==> src/rtl/branch_redirect.sv <==
// Decode-stage branch resolver: evaluates the branch condition, computes the
// target and holds a redirect request for fetch until it is accepted, while
// keeping taken / not-taken statistics.
module branch_redirect #(
    parameter int unsigned CNT_W = 16
) (
    input  logic             clock,
    input  logic             reset,
    input  logic             BranchValidD,
    input  logic [2:0]       BranchOpD,
    input  logic [31:0]      RsValD,
    input  logic [31:0]      RtValD,
    input  logic [31:0]      PCPlus4D,
    input  logic [31:0]      SignImmD_shift2,
    input  logic             FlushD,
    input  logic             RedirectReady,
    output logic             BranchReadyD,
    output logic             RedirectValid,
    output logic [31:0]      RedirectPC,
    output logic [CNT_W-1:0] TakenCnt,
    output logic [CNT_W-1:0] NotTakenCnt
);

    localparam int unsigned XLEN = 32;

    typedef enum logic [0:0] {
        IDLE    = 1'b0,
        PENDING = 1'b1
    } state_t;

    state_t            state_q, state_d;
    logic [XLEN-1:0]   pc_q, pc_d;
    logic [CNT_W-1:0]  taken_q, taken_d;
    logic [CNT_W-1:0]  not_taken_q, not_taken_d;
    logic              cond;
    logic              accept;
    logic [XLEN-1:0]   target;

    // Ready when idle, or when the pending redirect is consumed this cycle.
    assign BranchReadyD = (state_q == IDLE) || RedirectReady;
    assign accept       = BranchValidD && BranchReadyD && !FlushD && (BranchOpD != 3'b000);
    assign target       = XLEN'(PCPlus4D + SignImmD_shift2);

    assign RedirectValid = (state_q == PENDING);
    assign RedirectPC    = pc_q;
    assign TakenCnt      = taken_q;
    assign NotTakenCnt   = not_taken_q;

    // Branch condition decode.
    always_comb begin
        cond = 1'b0;
        case (BranchOpD)
            3'b001:  cond = (RsValD == RtValD);
            3'b010:  cond = (RsValD != RtValD);
            3'b011:  cond = !RsValD[XLEN-1];
            3'b100:  cond = !RsValD[XLEN-1] && (RsValD != '0);
            3'b101:  cond = RsValD[XLEN-1] || (RsValD == '0);
            3'b110:  cond = RsValD[XLEN-1];
            3'b111:  cond = 1'b1;
            default: cond = 1'b0;
        endcase
    end

    // Next-state, target and counter update; flush dominates everything.
    always_comb begin
        state_d     = state_q;
        pc_d        = pc_q;
        taken_d     = taken_q;
        not_taken_d = not_taken_q;
        if (FlushD) begin
            state_d = IDLE;
        end else if (accept) begin
            if (cond) begin
                state_d = PENDING;
                pc_d    = target;
                taken_d = taken_q + CNT_W'(1);
            end else begin
                state_d     = IDLE;
                not_taken_d = not_taken_q + CNT_W'(1);
            end
        end else if ((state_q == PENDING) && RedirectReady) begin
            state_d = IDLE;
        end
    end

    // State and datapath registers with synchronous reset.
    always_ff @(posedge clock) begin
        if (reset) begin
            state_q     <= IDLE;
            pc_q        <= '0;
            taken_q     <= '0;
            not_taken_q <= '0;
        end else begin
            state_q     <= state_d;
            pc_q        <= pc_d;
            taken_q     <= taken_d;
            not_taken_q <= not_taken_d;
        end
    end

endmodule

==> config.mk <==
export PLATFORM = sky130hd
export DESIGN_NAME = branch_redirect
export DESIGN_NICKNAME = d
export VERILOG_FILES = /design/src/rtl/branch_redirect.sv
export SDC_FILE = /design/constraint.sdc
export NUM_CORES = 1
export LEC_CHECK = 0
export BUFFER_PORTS_ARGS = -buffer_cell sky130_fd_sc_hd__buf_2
export CELL_PAD_IN_SITES_DETAIL_PLACEMENT = 0
export CELL_PAD_IN_SITES_GLOBAL_PLACEMENT = 2
export CORE_MARGIN = 2
export CORE_UTILIZATION = 26
export DETAILED_ROUTE_END_ITERATION = 16
export PLACE_DENSITY_LB_ADDON = 0.08
export SETUP_SLACK_MARGIN = 0.4
export SLEW_MARGIN = 20
export SYNTH_ARGS = -nofsm -noshare
export SYNTH_HDL_FRONTEND = slang
export SYNTH_SLANG_ARGS = --single-unit
==> constraint.sdc <==
create_clock -name clock -period 3.2 [get_ports clock]
set_input_delay 0.64 -clock clock [delete_from_list [all_inputs] [get_ports clock]]
set_output_delay 0.64 -clock clock [all_outputs]
set_load 0.03 [all_outputs]
## Yosys cells after proc, flatten, opt, wreduce, memory -nomap -nowiden

Cells that the tools add are included.

- Flip-flop bits (word level): 65
- Input port bits: 136

- Add/sub/neg operators: 3
- Equality and inequality tests: 9
- Muxes and demuxes: 4
- Bitwise operators: 3
- Reduce and logical (&&, ||, !) cells: 16

Operator list:

| cell | number |
|---|---|
| 16-bit by 1-bit adder with 16-bit output (second input constant) | 2 |
| 32-bit adder | 1 |
| 32-bit equality test | 1 |
| 32-bit logical NOT | 1 |
| 32-bit != test | 1 |
| 32-bit nonzero test | 1 |
| 3-bit equality test (second input constant) | 4 |
| 1-bit case mux with 7 select lines | 1 |
| 3-bit by 2-bit equality test with 1-bit output (second input constant) | 2 |
| 3-bit AND reduction | 2 |
| 1-bit logical AND | 5 |
| 3-bit by 1-bit equality test with 1-bit output (second input constant) | 1 |
| 1-bit two-way mux | 3 |
| 1-bit inverter | 3 |
| 3-bit nonzero test | 1 |
| 1-bit logical NOT | 2 |
| 1-bit logical OR | 2 |
| 2-bit nonzero test | 1 |
| 2-bit OR reduction | 1 |

## Longest topological paths before layout

Gate-level depths: netlist of the first run.

- Word-level depth: 6
- Gate-level depth with buffers: 11

## Worst setup path after synthesis of the first run

Ideal clock, no wire load.

- Path kind: input to register
- Start: input port PCPlus4D[0]
- End: register pc_q[16], in the netlist RedirectPC[16]
- Library setup time: 128 ps
- Arrival time: 2,682 ps
- Path slack: 390 ps
- Cell stages on the path: 11
- Buffers on the path: 0
- Cells stage by stage: ha_1 fa_1 a21o_1 a41oi_1 and3b_1 o21bai_1 a21o_1 a311oi_1 xnor2_1 mux2i_1 nor2_1

- Word-level cells in the longest chain between the ends: 1

RTL lines:

| what | line | source |
|---|---|---|
| start: declaration | 13 | `input logic [31:0] PCPlus4D,` |
| 32-bit adder | 42 | `assign target = XLEN'(PCPlus4D + SignImmD_shift2);` |
| end signal: assignment | 95 | `pc_q <= pc_d;` |
| end: declaration | 32 | `logic [XLEN-1:0] pc_q, pc_d;` |

Every way passes these cells.
A chain may end at the register's enable or synchronous reset.

## Final worst setup path of the first run

- Start: input port RsValD[20]
- End: register taken_q[9], in the netlist TakenCnt[9]

- Word-level cells in the longest chain between the ends: 4
- Elaborated cells between the ends (all ways): 8

RTL lines:

| what | line | source |
|---|---|---|
| start: declaration | 11 | `input logic [31:0] RsValD,` |
| 32-bit logical NOT or 32-bit nonzero test (tied branches) | 57, 56 |  |
| 1-bit logical OR or 1-bit logical AND (tied branches) | 57, 56 |  |
| 1-bit case mux with 7 select lines (*) | 52 | `case (BranchOpD)` |
| 3-bit AND reduction (no line) (*) | -- |  |
| end signal: assignment | 96 | `taken_q <= taken_d;` |
| end: declaration | 33 | `logic [CNT_W-1:0] taken_q, taken_d;` |

Every way passes the cells marked *; elsewhere a longest branch is shown, timed or not.

==> results.txt, run 1 <==
Outcome -> finished, final reports clean
Number of vias in the routed layout -> 4838
Chip width -> 136 um
Time the final worst path needs with I/O delays and setup -> 2.83 ns
Overflow left after global routing -> 0
Fraction of layout cells with a size suffix above 1 -> 40.3%
Area enclosed by the die boundary -> 18600 sq um
Relative max-transition margin -> 55.6%
Met2 layer usage reported by global route -> 29.7%
Number of antenna violations at the first check in global routing -> 1
Area growth from synthesis to layout -> 52.0%
Global-route met1 utilization -> 18.5%
Floorplan Core Area -> 17200 sq um
Via count of the first global-routing pass -> 4752
Static power due to leakage -> 3.17 nW
Sort of element at the end of the critical path -> flip-flop
Chip Height -> 136 um
Row count -> 48
MaxCap Viol Count -> 0
Total power density per cell area -> 385 nW/um^2
Tightest Pin Transition -> 0.665 ns
Routability congestion estimate -> 0.771
GR Layer Usage met3 -> 3.80%
Starting density of the core -> 26.4%
Number of enable-type register cells in the synthesized netlist -> 0
Top achievable clock speed -> 354 MHz
Maximum buffer depth of the clock tree -> 2
Cell at the root of the clock tree -> sky130_fd_sc_hd__clkbuf_16
Overall power after layout -> 0.00266 W
Post-route clock skew -> 0.00852 ns
WS Path Type -> in2reg
Synthesized flop and latch total -> 65
Pre-CTS setup slack -> -0.109 ns
Number of cells traversed by the worst register-to-register path -> 8
Count of boundary I/O pins -> 202
Most frequent cells in the layout -> 197 x sky130_fd_sc_hd__buf_2, 72 x sky130_fd_sc_hd__nor2_1, 65 x sky130_fd_sc_hd__dfxtp_1
Beginning of the worst register-to-register path -> RedirectValid
Final count of negative-setup-slack endpoints -> 0
Number of distinct library cells after synthesis -> 52
Clock transition at path regs -> 0.06 ns
DR iter-0 viols -> 87
Insertion delay of the later-clocked pin in the worst-skew pair -> 0.34 ns
Syn Inst Count -> 542
Mean post-synth cell area -> 8.41 sq um
Maximum vdd ir drop -> 0.238 mV
# DRC -> 0
Detail-routed via count per cell -> 4.73
Source of the critical timing path -> RsValD[20]
CTS tree -> built
Seq/Total Area, Yosys -> 28.5%
Count of yosys warnings during synthesis -> 0
Syn Std Cell Area -> 4560 sq um
Main synth FF type -> sky130_fd_sc_hd__dfxtp_1
Clock Sink Count -> 65
Global-route layer with the greatest usage -> met2
Minimum setup slack among reg-to-reg paths -> 1.12 ns
GRT Resource Usage Total -> 16.1%
WL per Instance -> 15.2 um
Number of nets still failing antenna checks after routing -> 0
Startpoint type of the worst setup path -> input port
Slew Viols, Final -> 0
Most common cell after layout, fill and taps aside -> sky130_fd_sc_hd__buf_2
Number of clock buffers inserted by TritonCTS -> 9
Setup TNS -> 0 ns
Final worst-path cycle share -> 88.3%
Area taken by multi-input logic gates -> 3420 sq um
Seq. cell area -> 1300 sq um
Htree depth -> 3
Global-route wire length before repair -> 23.4 mm
WP data required -> 3.39 ns
End of the worst register-to-register path -> NotTakenCnt[15]
Post-layout worst setup margin -> 0.374 ns
Count of filler cells inserted in the layout -> 1809
Layout Nets -> 961
Nets in the synthesized netlist -> 712
Arrival time at the worst endpoint -> 3.02 ns
Port Buffers -> 201
Critical path peak fanout -> 5
Routed wire length -> 15.6 mm
Largest net degree at the start of global routing -> 57
Worst setup endpoint -> TakenCnt[9]
Async set or reset register ratio after synthesis -> 0%
Worst Hold Class -> reg2reg
Unrepaired setup endpoints after global routing -> true
Detail Placement HPWL -> 12.0 mm
Final Hold Violating Endpoints -> 0
Number of detailed-routing iterations run before antenna repair -> 4
cell usage after synthesis (2+ instances only):
cell type | count | share of area [%]
sky130_fd_sc_hd__dfxtp_1 | 65 | 29
sky130_fd_sc_hd__nand2_1 | 28 | 2.3
sky130_fd_sc_hd__nor3_1 | 6 | 0.66
sky130_fd_sc_hd__and3_1 | 9 | 1.2
sky130_fd_sc_hd__o211ai_1 | 4 | 0.66
sky130_fd_sc_hd__a2111oi_0 | 2 | 0.38
sky130_fd_sc_hd__inv_1 | 13 | 1.1
sky130_fd_sc_hd__a21boi_0 | 2 | 0.33
sky130_fd_sc_hd__and2_1 | 4 | 0.55
sky130_fd_sc_hd__clkbuf_1 | 9 | 0.74
sky130_fd_sc_hd__buf_4 | 4 | 0.66
sky130_fd_sc_hd__a41oi_1 | 3 | 0.58
sky130_fd_sc_hd__a21oi_1 | 27 | 3.0
sky130_fd_sc_hd__or4b_1 | 2 | 0.44
sky130_fd_sc_hd__o31ai_1 | 3 | 0.49
sky130_fd_sc_hd__nand4_1 | 19 | 2.6
sky130_fd_sc_hd__nor3b_1 | 2 | 0.33
sky130_fd_sc_hd__nor2_1 | 74 | 6.1
sky130_fd_sc_hd__a21o_1 | 12 | 2.0
sky130_fd_sc_hd__xor2_1 | 61 | 12
sky130_fd_sc_hd__o211a_1 | 2 | 0.44
sky130_fd_sc_hd__ha_1 | 33 | 9.1
sky130_fd_sc_hd__nand2b_1 | 6 | 0.82
sky130_fd_sc_hd__o21bai_1 | 5 | 0.82
sky130_fd_sc_hd__buf_2 | 2 | 0.22
sky130_fd_sc_hd__a311oi_1 | 2 | 0.38
sky130_fd_sc_hd__o21ai_0 | 13 | 1.4
sky130_fd_sc_hd__xnor2_1 | 26 | 5.0
sky130_fd_sc_hd__mux2i_1 | 22 | 4.8
sky130_fd_sc_hd__nand3_1 | 19 | 2.1
sky130_fd_sc_hd__or3_1 | 2 | 0.27
sky130_fd_sc_hd__mux2_2 | 3 | 0.74
sky130_fd_sc_hd__o22ai_1 | 5 | 0.69
sky130_fd_sc_hd__nor2b_1 | 5 | 0.69
sky130_fd_sc_hd__and4_1 | 3 | 0.58
sky130_fd_sc_hd__a211oi_1 | 12 | 2.0
sky130_fd_sc_hd__nor4_1 | 18 | 2.5
layer usage:
metal	wire length [um]	vias to the layer above
met4	208	0
met3	808	15
li1	-	2468
met5	0	-
met1	6570	2225
met2	7970	130
worst min path at each step:
stage	start	endpoint	slack, ns	cells past startpoint
after CTS	RedirectPC[22]	RedirectPC[22]	0.47	2
after floorplan	RedirectPC[22]	RedirectPC[22]	0.59	2
after global routing	RedirectPC[22]	RedirectPC[22]	0.50	2
after global placement	RedirectPC[22]	RedirectPC[22]	0.46	2
after detailed placement	RedirectPC[22]	RedirectPC[22]	0.46	2
final	RedirectPC[22]	RedirectPC[22]	0.47	2
per-stage QoR:
step	hold WS [ns]	util [%]	std cells	instance area [sq um]
2_1_floorplan	0.593	-	542	4560
3_3_place_gp	0.455	35.3	990	6080
3_5_place_dp	0.459	35.3	990	6080
4_1_cts	0.472	38.1	1011	6570
5_1_grt	0.497	40.2	1022	6930
6_report	0.466	40.2	1022	6930
logic make-up after synthesis:
group	after synthesis	synth area share [%]
compound gates	102	15.0
xor+xnor	87	16.7
buf+inv	29	3.02
flops	65	28.5
mux	25	5.57
simple gates	200	21.7
fa+ha+maj	34	9.50
critical path, stage by stage:
cell,delay (ns)
sky130_fd_sc_hd__buf_2,0.11
sky130_fd_sc_hd__xor2_1,0.16
sky130_fd_sc_hd__nor4_2,0.30
sky130_fd_sc_hd__nand4_1,0.18
sky130_fd_sc_hd__or4b_4,0.55
sky130_fd_sc_hd__a31o_4,0.25
sky130_fd_sc_hd__a21boi_4,0.22
sky130_fd_sc_hd__buf_12,0.15
sky130_fd_sc_hd__buf_12,0.11
sky130_fd_sc_hd__nand4_1,0.11
sky130_fd_sc_hd__xor2_1,0.17
sky130_fd_sc_hd__nor2_1,0.06
power by group:
group	switching [W]	internal (W)
sequential	0.0000190	0.000838
combinational	0.000417	0.000370
clock	0.000410	0.000611
layout make-up:
type	count	area share (%)
Multi-Input combinational cell	448	49.4
Tap cell	225	4.06
Inverter	13	0.704
Clock inverter	7	1.14
Sequential cell	65	18.8
Antenna cell	1	0.0361
Clock buffer	9	3.25
Timing Repair Buffer	254	22.6
what timing repair did:
| item | in CTS | in global routing |
|---|---|---|
| resized for setup | 20 | 50 |
| endpoints found under the setup margin | 44 | 49 |
| gates cloned | 2 | 2 |
| hold buffers | 0 | 0 |
| pin swaps | 8 | 25 |
| setup buffers | 3 | 8 |
registers in the layout (all words and copies together) (netlist names):
name,cells
RedirectPC,32
NotTakenCnt,16
TakenCnt,16
RedirectValid,1
Note: power is estimated with default switching activity, not from simulation.
==> run 2, diff against run 1 <==
--- a/config.mk
+++ b/config.mk
@@ -5,12 +5,12 @@
 export SDC_FILE = /design/constraint.sdc
 export NUM_CORES = 1
 export LEC_CHECK = 0
-export BUFFER_PORTS_ARGS = -buffer_cell sky130_fd_sc_hd__buf_2
 export CELL_PAD_IN_SITES_DETAIL_PLACEMENT = 0
 export CELL_PAD_IN_SITES_GLOBAL_PLACEMENT = 2
 export CORE_MARGIN = 2
-export CORE_UTILIZATION = 26
+export CORE_UTILIZATION = 35
 export DETAILED_ROUTE_END_ITERATION = 16
+export DONT_BUFFER_PORTS = 1
 export PLACE_DENSITY_LB_ADDON = 0.08
 export SETUP_SLACK_MARGIN = 0.4
 export SLEW_MARGIN = 20
==> results.txt, run 2 (synthesized netlist as in run 1, its figures left out) <==
Outcome -> finished, final reports clean
Fin area -> 5350 sq um (-23%)
Area growth from synthesis to layout -> 17.3%
Unrepaired setup endpoints after global routing -> true
Chip Height -> 118 um (-13%)
Area enclosed by the die boundary -> 14000 sq um (-25%)
Number of detailed-routing iterations run before antenna repair -> 4 (unchanged)
Time the final worst path needs with I/O delays and setup -> 2.69 ns (-0.137 ns)
Clock Sink Count -> 65 (unchanged)
CTS tree -> built
Source of the critical timing path -> RsValD[10]
Row count -> 41 (-15%)
Antenna cell count -> 0 (-1)
Hold Path Stages -> 1 (-1)
Number of placed instances, taps included -> 716 (-28%)
Most common cell after layout, fill and taps aside -> sky130_fd_sc_hd__nor2_1
Area taken by multi-input logic gates -> 3180 sq um (-7.1%)
Layout Nets -> 731 (-24%)
Arrival time at the worst endpoint -> 2.91 ns (-0.11 ns)
Count of boundary I/O pins -> 202 (unchanged)
Hold Path Sink -> NotTakenCnt[8]
Placement-stage cell area -> 4860 sq um (-20%)
Startpoint type of the worst setup path -> input port
Worst Hold Class -> in2reg
Htree depth -> 3 (unchanged)
Hold path start -> reset
Top achievable clock speed -> 372 MHz (+5.1%)
Floorplan Core Area -> 12700 sq um (-26%)
Number of nets still failing antenna checks after routing -> 0 (unchanged)
Post-route clock skew -> 0.0100 ns (+0.00151 ns)
Minimum setup slack among reg-to-reg paths -> 0.94 ns (-0.18 ns)
Critical path peak fanout -> 11 (+6)
Beginning of the worst register-to-register path -> RedirectValid
Tightest Pin Transition -> 0.638 ns (-0.0276 ns)
Relative max-transition margin -> 57.2% (+1.6 points)
Total power density per cell area -> 490 nW/um^2 (+27%)
Routability congestion estimate -> 0.808 (+4.9%)
Cell type of the slowest stage on the worst timing path -> sky130_fd_sc_hd__or4b_1
Final worst-path cycle share -> 84.0% (-4.3 points)
Routed length on met2 -> 6.36 mm (-20%)
MaxCap Viol Count -> 0 (unchanged)
Largest net degree at the start of global routing -> 63 (+11%)
Insertion delay of the later-clocked pin in the worst-skew pair -> 0.34 ns (about the same)
DRT met1 WL -> 5.59 mm (-15%)
Global-route wire length before repair -> 20.1 mm (-14%)
Highest metal layer with signal wires -> met4
Detail-routed via count per cell -> 5.44 (+15%)
Count of filler cells inserted in the layout -> 1335 (-26%)
Cell at the root of the clock tree -> sky130_fd_sc_hd__clkbuf_16
Port Buffers -> 0 (-100%)
Number of clock buffers inserted by TritonCTS -> 9 (unchanged)
Core Util, Final -> 42.2% (+2.0 points)
Met3 WL post-DR -> 938 um (+16%)
WL per Instance -> 17.8 um (+17%)
Largest stage delay, worst path -> 0.52 ns (-0.03 ns)
Sort of element at the end of the critical path -> flip-flop
End of the worst register-to-register path -> NotTakenCnt[15]
Detail Placement HPWL -> 9.87 mm (-18%)
Maximum buffer depth of the clock tree -> 2 (unchanged)
Static power due to leakage -> 2.09 nW (-34%)
Seq. cell area -> 1300 sq um (unchanged)
Critical Path, Cell by Cell -> xor2_1 > nor4_2 > nand4_1 > or4b_1 > a31o_2 > a21boi_4 > buf_4 > buf_12 > mux2i_1 > nor2_1
WP data required -> 3.42 ns (+0.03 ns)
GRT Resource Usage Total -> 18.0% (+1.9 points)
Number of antenna violations at the first check in global routing -> 0 (-1)
Hold slack final -> 0.365 ns (-0.101 ns)
Chip width -> 118 um (-13%)
Most frequent cells in the layout -> 74 x sky130_fd_sc_hd__nor2_1, 65 x sky130_fd_sc_hd__dfxtp_1, 61 x sky130_fd_sc_hd__xor2_1
Number of vias in the routed layout -> 4006 (-17%)
Fraction of layout cells with a size suffix above 1 -> 9.38% (-31 points)
Final Hold Violating Endpoints -> 0 (unchanged)
Max reg flops -> 32 (unchanged)
Final count of negative-setup-slack endpoints -> 0 (unchanged)
Maximum vdd ir drop -> 0.268 mV (+13%)
Number of cells traversed by the worst register-to-register path -> 7 (-1)
Number of cells in the finished layout apart from fillers -> 737 (-28%)
Overflow left after global routing -> 0 (unchanged)
DR iter-0 viols -> 133 (+53%)
Starting density of the core -> 36.0% (+9.5 points)
WS Path Type -> in2reg
Slew Viols, Final -> 0 (unchanged)
Via count of the first global-routing pass -> 3991 (-16%)
Routed wire length -> 13.1 mm (-15%)
# DRC -> 0 (unchanged)
Setup TNS -> 0 ns (unchanged)
Clock transition at path regs -> 0.06 ns (about the same)
run 2: critical path: cells and delay by family:
family / cells / cell delay, ns
AND/OR/NAND/NOR: 4 / 1.10
multiplexers: 1 / 0.20
AO/OA/AOI/OAI: 2 / 0.49
XOR/XNOR: 1 / 0.15
buffers and inverters: 2 / 0.33
run 2: what timing repair did:
item                                    CTS  global route
resized for setup                         3             9
buffers inserted                          0             3
endpoints found under the setup margin   14            31
hold buffers                              0             0
pin swaps                                 2             6
gates cloned                              0             3
run 2: per-stage QoR:
stage | worst slack, ns | power [W]
floorplan | 0.391 | 0.00129
global placement | 0.0125 | 0.00140
detailed placement | -0.0183 | 0.00140
CTS | 0.419 | 0.00263
global route | 0.372 | 0.00274
finish | 0.511 | 0.00262
run 2: worst max-delay path by stage:
stage          slack [ns]  depth (start not counted)              to
2_1_floorplan        0.39                         11  RedirectPC[14]
3_3_place_gp         0.01                         10     TakenCnt[5]
3_5_place_dp        -0.02                         10     TakenCnt[3]
4_1_cts              0.42                         10    TakenCnt[12]
5_1_grt              0.37                         10  RedirectPC[11]
6_report             0.51                         10  RedirectPC[12]
run 2: final cells by class:
class,count,area share [%]
tap,172,4.03
clock buffer,10,4.28
inverter,13,0.913
multi-input combinational,448,59.5
timing repair buffer,24,4.56
clock inverter,5,2.41
sequential,65,24.3
run 2: routing by layer:
metal  up-vias  GRT usage, %
li1       2002             -
met1      1860          20.5
met2       124          30.5
met3        20          6.69
met4         0          6.78
met5         -             0
run 2: power breakdown:
group | total (W) | switching, W | internal, W
combinational | 0.000488 | 0.000256 | 0.000232
sequential | 0.000922 | 0.0000832 | 0.000838
clock | 0.00121 | 0.000372 | 0.000837
